**src/rtl/vga_scan_engine.sv**
```systemverilog
// VGA raster timing and video-RAM fetch address generator.
// Every output is registered and reflects the hcount/vcount it is presented with.
module vga_scan_engine #(
  parameter int H_VISIBLE = 640,
  parameter int H_FRONT   = 16,
  parameter int H_SYNC    = 96,
  parameter int H_BACK    = 48,
  parameter int V_VISIBLE = 400,
  parameter int V_FRONT   = 12,
  parameter int V_SYNC    = 2,
  parameter int V_BACK    = 35,
  parameter bit HSYNC_POL = 1'b0,
  parameter bit VSYNC_POL = 1'b1,
  parameter int CLK_DIV   = 2,
  parameter int ADDR_W    = 15
) (
  input  logic              clock,
  input  logic              reset,
  input  logic [ADDR_W-1:0] base_addr,
  input  logic [1:0]        line_repeat,
  input  logic [1:0]        fetch_log2,
  output logic              px_en,
  output logic [10:0]       hcount,
  output logic [9:0]        vcount,
  output logic              de,
  output logic              hsync,
  output logic              vsync,
  output logic              fetch,
  output logic [ADDR_W-1:0] ram_addr,
  output logic              frame_start
);

  localparam int H_TOTAL = H_VISIBLE + H_FRONT + H_SYNC + H_BACK;
  localparam int V_TOTAL = V_VISIBLE + V_FRONT + V_SYNC + V_BACK;

  localparam logic [10:0] H_LAST   = 11'(H_TOTAL - 1);
  localparam logic [10:0] H_VIS    = 11'(H_VISIBLE);
  localparam logic [10:0] HS_START = 11'(H_VISIBLE + H_FRONT);
  localparam logic [10:0] HS_END   = 11'(H_VISIBLE + H_FRONT + H_SYNC);
  localparam logic [9:0]  V_LAST   = 10'(V_TOTAL - 1);
  localparam logic [9:0]  V_VIS    = 10'(V_VISIBLE);
  localparam logic [9:0]  VS_START = 10'(V_VISIBLE + V_FRONT);
  localparam logic [9:0]  VS_END   = 10'(V_VISIBLE + V_FRONT + V_SYNC);

  localparam int DIV_W = (CLK_DIV > 1) ? $clog2(CLK_DIV) : 1;
  localparam logic [DIV_W-1:0] DIV_LAST = DIV_W'(CLK_DIV - 1);

  logic [DIV_W-1:0]  div_q, div_n;
  logic              px_n;
  logic              h_wrap, frame_wrap;
  logic [10:0]       h_next;
  logic [9:0]        v_next;
  logic [ADDR_W-1:0] addr_step, addr_n, line_start, line_n;
  logic [1:0]        rep_cnt, rep_n, rep_sh, rep_sh_n, fl_sh, fl_sh_n;
  logic [10:0]       fmask;
  logic              de_n, fetch_n, hs_n, vs_n;

  always_comb begin
    div_n      = (div_q == DIV_LAST) ? '0 : div_q + 1'b1;
    px_n       = (div_n == DIV_LAST);

    h_wrap     = (hcount == H_LAST);
    frame_wrap = h_wrap && (vcount == V_LAST);
    h_next     = h_wrap ? 11'd0 : hcount + 11'd1;
    v_next     = vcount;
    if (h_wrap)
      v_next = (vcount == V_LAST) ? 10'd0 : vcount + 10'd1;

    // shadow settings switch over exactly when the raster returns to (0,0)
    rep_sh_n   = frame_wrap ? line_repeat : rep_sh;
    fl_sh_n    = frame_wrap ? fetch_log2  : fl_sh;

    addr_step  = fetch ? ram_addr + 1'b1 : ram_addr;
    addr_n     = addr_step;
    line_n     = line_start;
    rep_n      = rep_cnt;
    if (frame_wrap) begin
      addr_n = base_addr;
      line_n = base_addr;
      rep_n  = 2'd0;
    end else if ((h_next == H_VIS) && (v_next < V_VIS)) begin
      if (rep_cnt < rep_sh) begin
        addr_n = line_start;
        rep_n  = rep_cnt + 2'd1;
      end else begin
        rep_n  = 2'd0;
        line_n = addr_step;
      end
    end

    de_n    = (h_next < H_VIS) && (v_next < V_VIS);
    fmask   = (11'd1 << fl_sh_n) - 11'd1;
    fetch_n = de_n && ((h_next & fmask) == 11'd0);
    hs_n    = ((h_next >= HS_START) && (h_next < HS_END)) ? HSYNC_POL : ~HSYNC_POL;
    vs_n    = ((v_next >= VS_START) && (v_next < VS_END)) ? VSYNC_POL : ~VSYNC_POL;
  end

  always_ff @(posedge clock) begin
    if (reset) begin
      div_q       <= '0;
      px_en       <= (DIV_LAST == '0);
      hcount      <= 11'd0;
      vcount      <= 10'd0;
      de          <= 1'b0;
      hsync       <= ~HSYNC_POL;
      vsync       <= ~VSYNC_POL;
      fetch       <= 1'b0;
      frame_start <= 1'b0;
      ram_addr    <= '0;
      line_start  <= '0;
      rep_cnt     <= 2'd0;
      rep_sh      <= line_repeat;
      fl_sh       <= fetch_log2;
    end else begin
      div_q <= div_n;
      px_en <= px_n;
      if (px_en) begin
        hcount      <= h_next;
        vcount      <= v_next;
        de          <= de_n;
        hsync       <= hs_n;
        vsync       <= vs_n;
        fetch       <= fetch_n;
        frame_start <= frame_wrap;
        ram_addr    <= addr_n;
        line_start  <= line_n;
        rep_cnt     <= rep_n;
        rep_sh      <= rep_sh_n;
        fl_sh       <= fl_sh_n;
      end
    end
  end

endmodule

```
**config.mk**
```make
export PLATFORM = sky130hd
export DESIGN_NAME = vga_scan_engine
export DESIGN_NICKNAME = d
export VERILOG_FILES = /design/src/rtl/vga_scan_engine.sv
export SDC_FILE = /design/constraint.sdc
export NUM_CORES = 1
export LEC_CHECK = 0
export CORE_ASPECT_RATIO = 1.1
export CORE_UTILIZATION = 55
export DETAILED_ROUTE_END_ITERATION = 16
export PLACE_DENSITY = 0.81
export SLEW_MARGIN = 40
export SYNTH_ARGS = -nofsm -noshare
export SYNTH_HDL_FRONTEND = slang
export SYNTH_SLANG_ARGS = --single-unit
```
**constraint.sdc**
```tcl
create_clock -name clock -period 4.25 [get_ports clock]
set_input_delay 0.425 -clock clock [delete_from_list [all_inputs] [get_ports clock]]
set_output_delay 0.425 -clock clock [all_outputs]
set_load 0.01 [all_outputs]
```
# Word level (Yosys, flattened, before mapping)
# Cells that the tools add are included.
dict set report word_totals {
  ff_bits 63
  input_bits 21
  output_inout_bits 42
  elab_cells 64
}
dict set report op_classes {
  addsub 6
  n_lt_le_gt_ge 7
  n_eq_ne 3
  n_shift 1
  muxes 20
  bitwise_logic 1
  reduce_logical 13
}
# op count
set op_table {}
lappend op_table {{15-bit 2-to-1 mux} 6}
lappend op_table {{11-bit by 10-bit == test with 1-bit output, second input constant} 2}
lappend op_table {{11-bit by 10-bit less-than comparator with 1-bit output, second input constant} 2}
lappend op_table {{10-bit by 9-bit less-than comparator with 1-bit output, second input constant} 2}
lappend op_table {{10-bit 2-to-1 mux} 2}
lappend op_table {{2-bit 2-to-1 mux} 9}
lappend op_table {{15-bit by 1-bit adder with 15-bit output, second input constant} 1}
lappend op_table {{11-bit by 1-bit adder with 11-bit output, second input constant} 1}
lappend op_table {{11-bit AND} 1}
lappend op_table {{11-bit by 10-bit greater-or-equal comparator with 1-bit output, second input constant} 1}
lappend op_table {{11-bit logical NOT} 1}
lappend op_table {{11-bit 2-to-1 mux} 1}
lappend op_table {{1-bit by 2-bit left shift with 11-bit output, first input constant} 1}
lappend op_table {{11-bit by 1-bit subtractor with 11-bit output, second input constant} 1}
lappend op_table {{10-bit by 1-bit adder with 10-bit output, second input constant} 1}
lappend op_table {{10-bit by 9-bit == test with 1-bit output, second input constant} 1}
lappend op_table {{10-bit by 9-bit greater-or-equal comparator with 1-bit output, second input constant} 1}
lappend op_table {{1-bit logical AND} 6}
lappend op_table {{2-bit nonzero test} 3}
lappend op_table {{2-bit AND reduction} 2}
lappend op_table {{2-bit by 1-bit adder with 2-bit output, second input constant} 1}
lappend op_table {{2-bit less-than comparator} 1}
lappend op_table {{1-bit 2-to-1 mux} 2}
lappend op_table {{2-bit OR reduction} 1}
lappend op_table {{1-bit adder, second input constant} 1}

# Logic depth before layout (Yosys ltp)
dict set report depth {
  ltp_word 8
  ltp_mapped 14
  mapped_depth_nobuf 13
}

# Least setup slack after synthesis
# No wires, ideal clock.
dict set report synth_path {
  path_type {flip-flop to flip-flop}
  start {register hcount[5]}
  end {register fetch}
  setup_ps 117
  arrival_time_ps 2940
  required_time_ps 4133
  slack_ps 1192
  stages_incl_launch_ff 14
  path_buffers 3
  synth_period_minus_slack_ps 3058
  path_cell_list {dfxtp_1 > buf_6 > or4_4 > or3_1 > buf_6 > nor2_1 > buf_2 > nand3_1 > nand2_1 > inv_1 > ha_1 > o32ai_1 > a21oi_1 > a32o_1}
}
dict set report synth_between {
  elab_chain_cells 8
  elab_cells_between_ends 14
  cone_classes {add/sub (2); order compare (2); eq/ne (1); shift (1); mux (3); bitwise (1); reduce/logical (4)}
}
# element line
set synth_rtl {}
lappend synth_rtl {{from (decl)} 23} ;# output logic [10:0] hcount,
lappend synth_rtl {{from (signal assigned)} 118} ;# hcount <= h_next;
lappend synth_rtl {{11-bit by 10-bit == test with 1-bit output} 62} ;# h_wrap = (hcount == H_LAST);
lappend synth_rtl {{1-bit logical AND} 63} ;# frame_wrap = h_wrap && (vcount == V_LAST);
lappend synth_rtl {{2-bit 2-to-1 mux} 71} ;# fl_sh_n = frame_wrap ? fetch_log2 : fl_sh;
lappend synth_rtl {{1-bit by 2-bit left shift with 11-bit output} 92} ;# fmask = (11'd1 << fl_sh_n) - 11'd1;
lappend synth_rtl {{11-bit by 1-bit subtractor with 11-bit output} 92}
lappend synth_rtl {{11-bit AND} 93} ;# fetch_n = de_n && ((h_next & fmask) == 11'd0);
lappend synth_rtl {{11-bit logical NOT} 93}
lappend synth_rtl {{1-bit logical AND *} 93}
lappend synth_rtl {{to (signal assigned)} 123} ;# fetch <= fetch_n;
lappend synth_rtl {{to (decl)} 28} ;# output logic fetch,
# Every way passes the cells marked *; elsewhere a longest branch is shown, timed or not.
# A chain may end at the register's enable or synchronous reset.

# Worst setup path after layout
dict set report layout_path {
  start {register hcount[5]}
  end {register ram_addr[10]}
}
dict set report layout_between {
  elab_chain_cells 6
  elab_cells_between_ends 10
  cone_classes {add/sub (1); order compare (1); eq/ne (2); mux (4); reduce/logical (2)}
}
# element line
set layout_rtl {}
lappend layout_rtl {{11-bit by 1-bit adder with 11-bit output / 11-bit by 10-bit == test with 1-bit output (equally long branches)} {64, 62}}
lappend layout_rtl {{11-bit 2-to-1 mux / 10-bit 2-to-1 mux (equally long branches)} {64, 66}}
lappend layout_rtl {{11-bit by 10-bit == test with 1-bit output / 10-bit by 9-bit less-than comparator with 1-bit output (equally long branches)} 81} ;# end else if ((h_next == H_VIS) && (v_next < V_VIS)) begin
lappend layout_rtl {{1-bit logical AND} 81}
lappend layout_rtl {{15-bit 2-to-1 mux} 81}
lappend layout_rtl {{15-bit 2-to-1 mux *} 77} ;# if (frame_wrap) begin
lappend layout_rtl {{to (signal assigned)} 125} ;# ram_addr <= addr_n;
lappend layout_rtl {{to (decl)} 29} ;# output logic [ADDR_W-1:0] ram_addr,
# Marked as above.

==> impl_metrics.tcl <==
set metrics [dict create \
    power.internal_mw 0.997 \
    crit_slowest_cell "o211a_1" \
    placementRows 32 \
    power.density_mw_per_mm2 274 \
    crit_path_end_kind "flop" \
    postLayoutCoreUtil 0.690 \
    wl_per_cell_um 17.0 \
    fin_nets 586 \
    cts_tree "yes" \
    drv_slew 0 \
    core-area_mm2 0.00705 \
    path_class "reg2reg" \
    fmax_mhz 289 \
    ctsHoldBuffers 0 \
    final.min_clock_period_ps 3460 \
    clock_path_buffers 2 \
    syn_area_mm2 0.00404 \
    synthTopCellsByCount "dfxtp_1 (59), nor2_1 (57), nand2_1 (43), a21oi_1 (37), o21ai_0 (27)" \
    ys.flop_type "dfxtp_1" \
    min_path_type "reg2reg" \
    hold_path_depth 2 \
    clkPwrFrac 0.420 \
    setup_viol 0 \
    netlist-cell-type-count 70 \
    antennaDiodeCount 0 \
    r2r_start "hcount[5]$_SDFFE_PP0P_" \
    grt_pass1_wl_um 18400 \
    clk_pin_slew_ps 70 \
    slew_headroom 0.462 \
    dieArea_mm2 0.00769 \
    hold-path-endpoint "line_start[7]$_SDFFE_PP0P_" \
    gp_congestion 0.906 \
    die_w_um 83.7 \
    drcViolationCount 0 \
    yosysSeqAreaShare 0.322 \
    avgSynthCellArea_um2 7.88 \
    viasPerCell 6.37 \
    post_cts_buffers 0 \
    cts_made_buffers 9 \
    slowest_delay_ps 660 \
    yosysMostFrequentCell "dfxtp_1" \
    max-vdd-ir-drop_v 0.000215 \
    p_sw_mw 0.336 \
    cp.required_ps 4500 \
    fin_skew_ps 6.77 \
    die_h_um 91.9 \
    areaGrowthSynthToFinish_pct 20.4 \
    ys_warn_count 0 \
    syn-num-nets 540 \
    place.port_buffers 62 \
    dp_slack_ps 829 \
    root_buffer "clkbuf_8" \
    drive_gt1_frac 0.0819 \
    synth_edf_count 4 \
    grt_util_all_layers 0.296 \
    status "finished, final reports clean" \
    rsz0062_at_grt "false" \
    finalWorstSetupSlack_ps 795 \
    grt.overflow.total 0 \
    tightest_slew_ps 807 \
    reg2reg_slack_ps 790 \
    dp_hpwl_um 7680 \
    clock_sinks 63 \
    r2r_cells 7 \
    grt_pass1_vias 3926 \
    final.setup.tns_ps 0 \
    nFillCells 617 \
    drt.antenna.violating_nets 0 \
    path_max_fanout 20 \
    worstPathCellList "or4_4, nor3_2, a21oi_1, nor3_2, o211a_1, a2111oi_0, nor4_2" \
    cp_top_family "simple AND/OR/NAND/NOR gates" \
    cts-resized-gates 0 \
    pin_count 63 \
    dr.first_iter.drc_count 253 \
    reg2reg_to "ram_addr[10]$_SDFFE_PP0P_" \
    vias 4123 \
    initial_core_util 0.573 \
    startpoint_type "flop" \
    synth.area.top_cells "dfxtp_1 (29%), nor2_1 (5.3%), a21oi_1 (4.6%)" \
    grt_start_max_net_pins 39 \
    insertion_delay_ps 350 \
    finalPower_mw 1.33 \
    post-route-period-util 0.813 \
    path_buf_inv 0 \
    swShare 0.252 \
    dr.pass1.iters 4 \
    hold_violations 0 \
    max_cap_viol_count 0 \
    path_common_cell "nor3_2" \
    async_reset_ff_frac 0 \
    p_leak_nw 1.67 \
    combinationalPowerShare 0.102 \
    crit_arrival_ps 3710 \
    h-tree-depth 3 \
    netlist_instances 512 \
    antenna_found_initial 0 \
    yosysTopAreaCell "dfxtp_1" \
    netlist.area_leader.share 0.293 \
    p_seq_frac 0.478 \
    ys_seq_elements 63 \
    wl_um 11000 \
    hp-start "line_start[7]$_SDFFE_PP0P_" \
]
==> state kept, by name (all words and copies together), names as in the netlist <==
register	count
line_start	15
ram_addr	15
hcount	11
vcount	10
fl_sh	2
rep_cnt	2
rep_sh	2
de	1
div_q	1
fetch	1
frame_start	1
hsync	1
vsync	1
==> per-layer routing <==
layer / track usage / vias to the layer above / part of all wire / wire length [µm]
met3: 0.0405 / 38 / 0.060 / 662
met5: 0 / - / 0 / 0
li1: - / 1964 / - / -
met1: 0.353 / 1937 / 0.41 / 4570
met2: 0.509 / 184 / 0.49 / 5410
met4: 0.171 / 0 / 0.035 / 389
==> kinds of logic (layout without fill, tap and decap cells) <==
kind of cell,after synthesis,count (layout),synth area share
muxes,11,11,0.0294
DFF,63,63,0.322
buffers and inverters,59,109,0.0617
xor gates and xnor gates,27,27,0.0586
AOI/OAI and AO/OA,137,137,0.237
adders and majority gates,7,7,0.0217
and+or+nand+nor,208,208,0.269
==> worst reg2reg max path: stages, from the launching register on <==
cell and delay (ps):
dfxtp_1 400, or4_4 570, nor3_2 500, a21oi_1 170, nor3_2 530, o211a_1 660, a2111oi_0 210, nor4_2 310
==> area by class of cell <==
cell class                 count  area (µm²)  area share
sequential                    63        1300       0.268
inverter                      24        90.1      0.0185
timing repair buffer          70         676       0.139
tap                           85         106      0.0219
clock buffer                   9         124      0.0255
multi-input combinational    390        2490       0.511
clock inverter                 6        76.3      0.0157
==> power by group through the flow <==
| stage | sequential, mW | combinational [mW] | clock (mW) |
|---|---|---|---|
| after detailed placement | 0.649 | 0.135 | 0 |
| after global placement | 0.649 | 0.131 | 0 |
| after CTS | 0.636 | 0.136 | 0.561 |
| final | 0.637 | 0.136 | 0.560 |
| after floorplan | 0.641 | 0.0795 | 0 |
| after global routing | 0.639 | 0.147 | 0.590 |
==> placed cells by master, fill, tap and decap left out, drive strengths merged, types with 4 or more instances in the layout <==
cell type / n
nor3: 29
clkbuf: 9
xor2: 13
clkinv: 5
nor4: 10
a2111oi: 4
nor3b: 4
a31o: 5
and4: 4
mux2: 4
nor2: 57
ha: 7
edfxtp: 4
inv: 23
clkdlybuf4s50: 61
a21oi: 37
a31oi: 4
xnor2: 14
dfxtp: 59
or3: 8
and3: 9
and2: 4
nand2b: 4
a211oi: 15
a21o: 6
mux2i: 7
nand2: 43
nand4: 9
o21ai: 29
a311o: 8
nand3: 13
buf: 9
==> metrics by stage <==
stage	instance area (µm²)	hold WS, ps	cells
global route	4860	456	647
detailed placement	4670	434	632
floorplan	4040	418	512
global placement	4670	427	632
CTS	4870	444	647
finish	4860	444	647
==> how the worst max path moves through the flow <==
stage,to,slack [ps],cells past startpoint,from
2_1_floorplan,fetch$_SDFFE_PP0P_,1190,13,hcount[5]$_SDFFE_PP0P_
3_3_place_gp,line_start[8]$_SDFFE_PP0P_,950,7,hcount[5]$_SDFFE_PP0P_
3_5_place_dp,ram_addr[10]$_SDFFE_PP0P_,830,7,hcount[5]$_SDFFE_PP0P_
4_1_cts,ram_addr[10]$_SDFFE_PP0P_,810,7,hcount[5]$_SDFFE_PP0P_
5_1_grt,ram_addr[10]$_SDFFE_PP0P_,620,7,hcount[5]$_SDFFE_PP0P_
6_report,ram_addr[10]$_SDFFE_PP0P_,790,7,hcount[5]$_SDFFE_PP0P_
No activity file was read; power rests on OpenSTA's default activity.
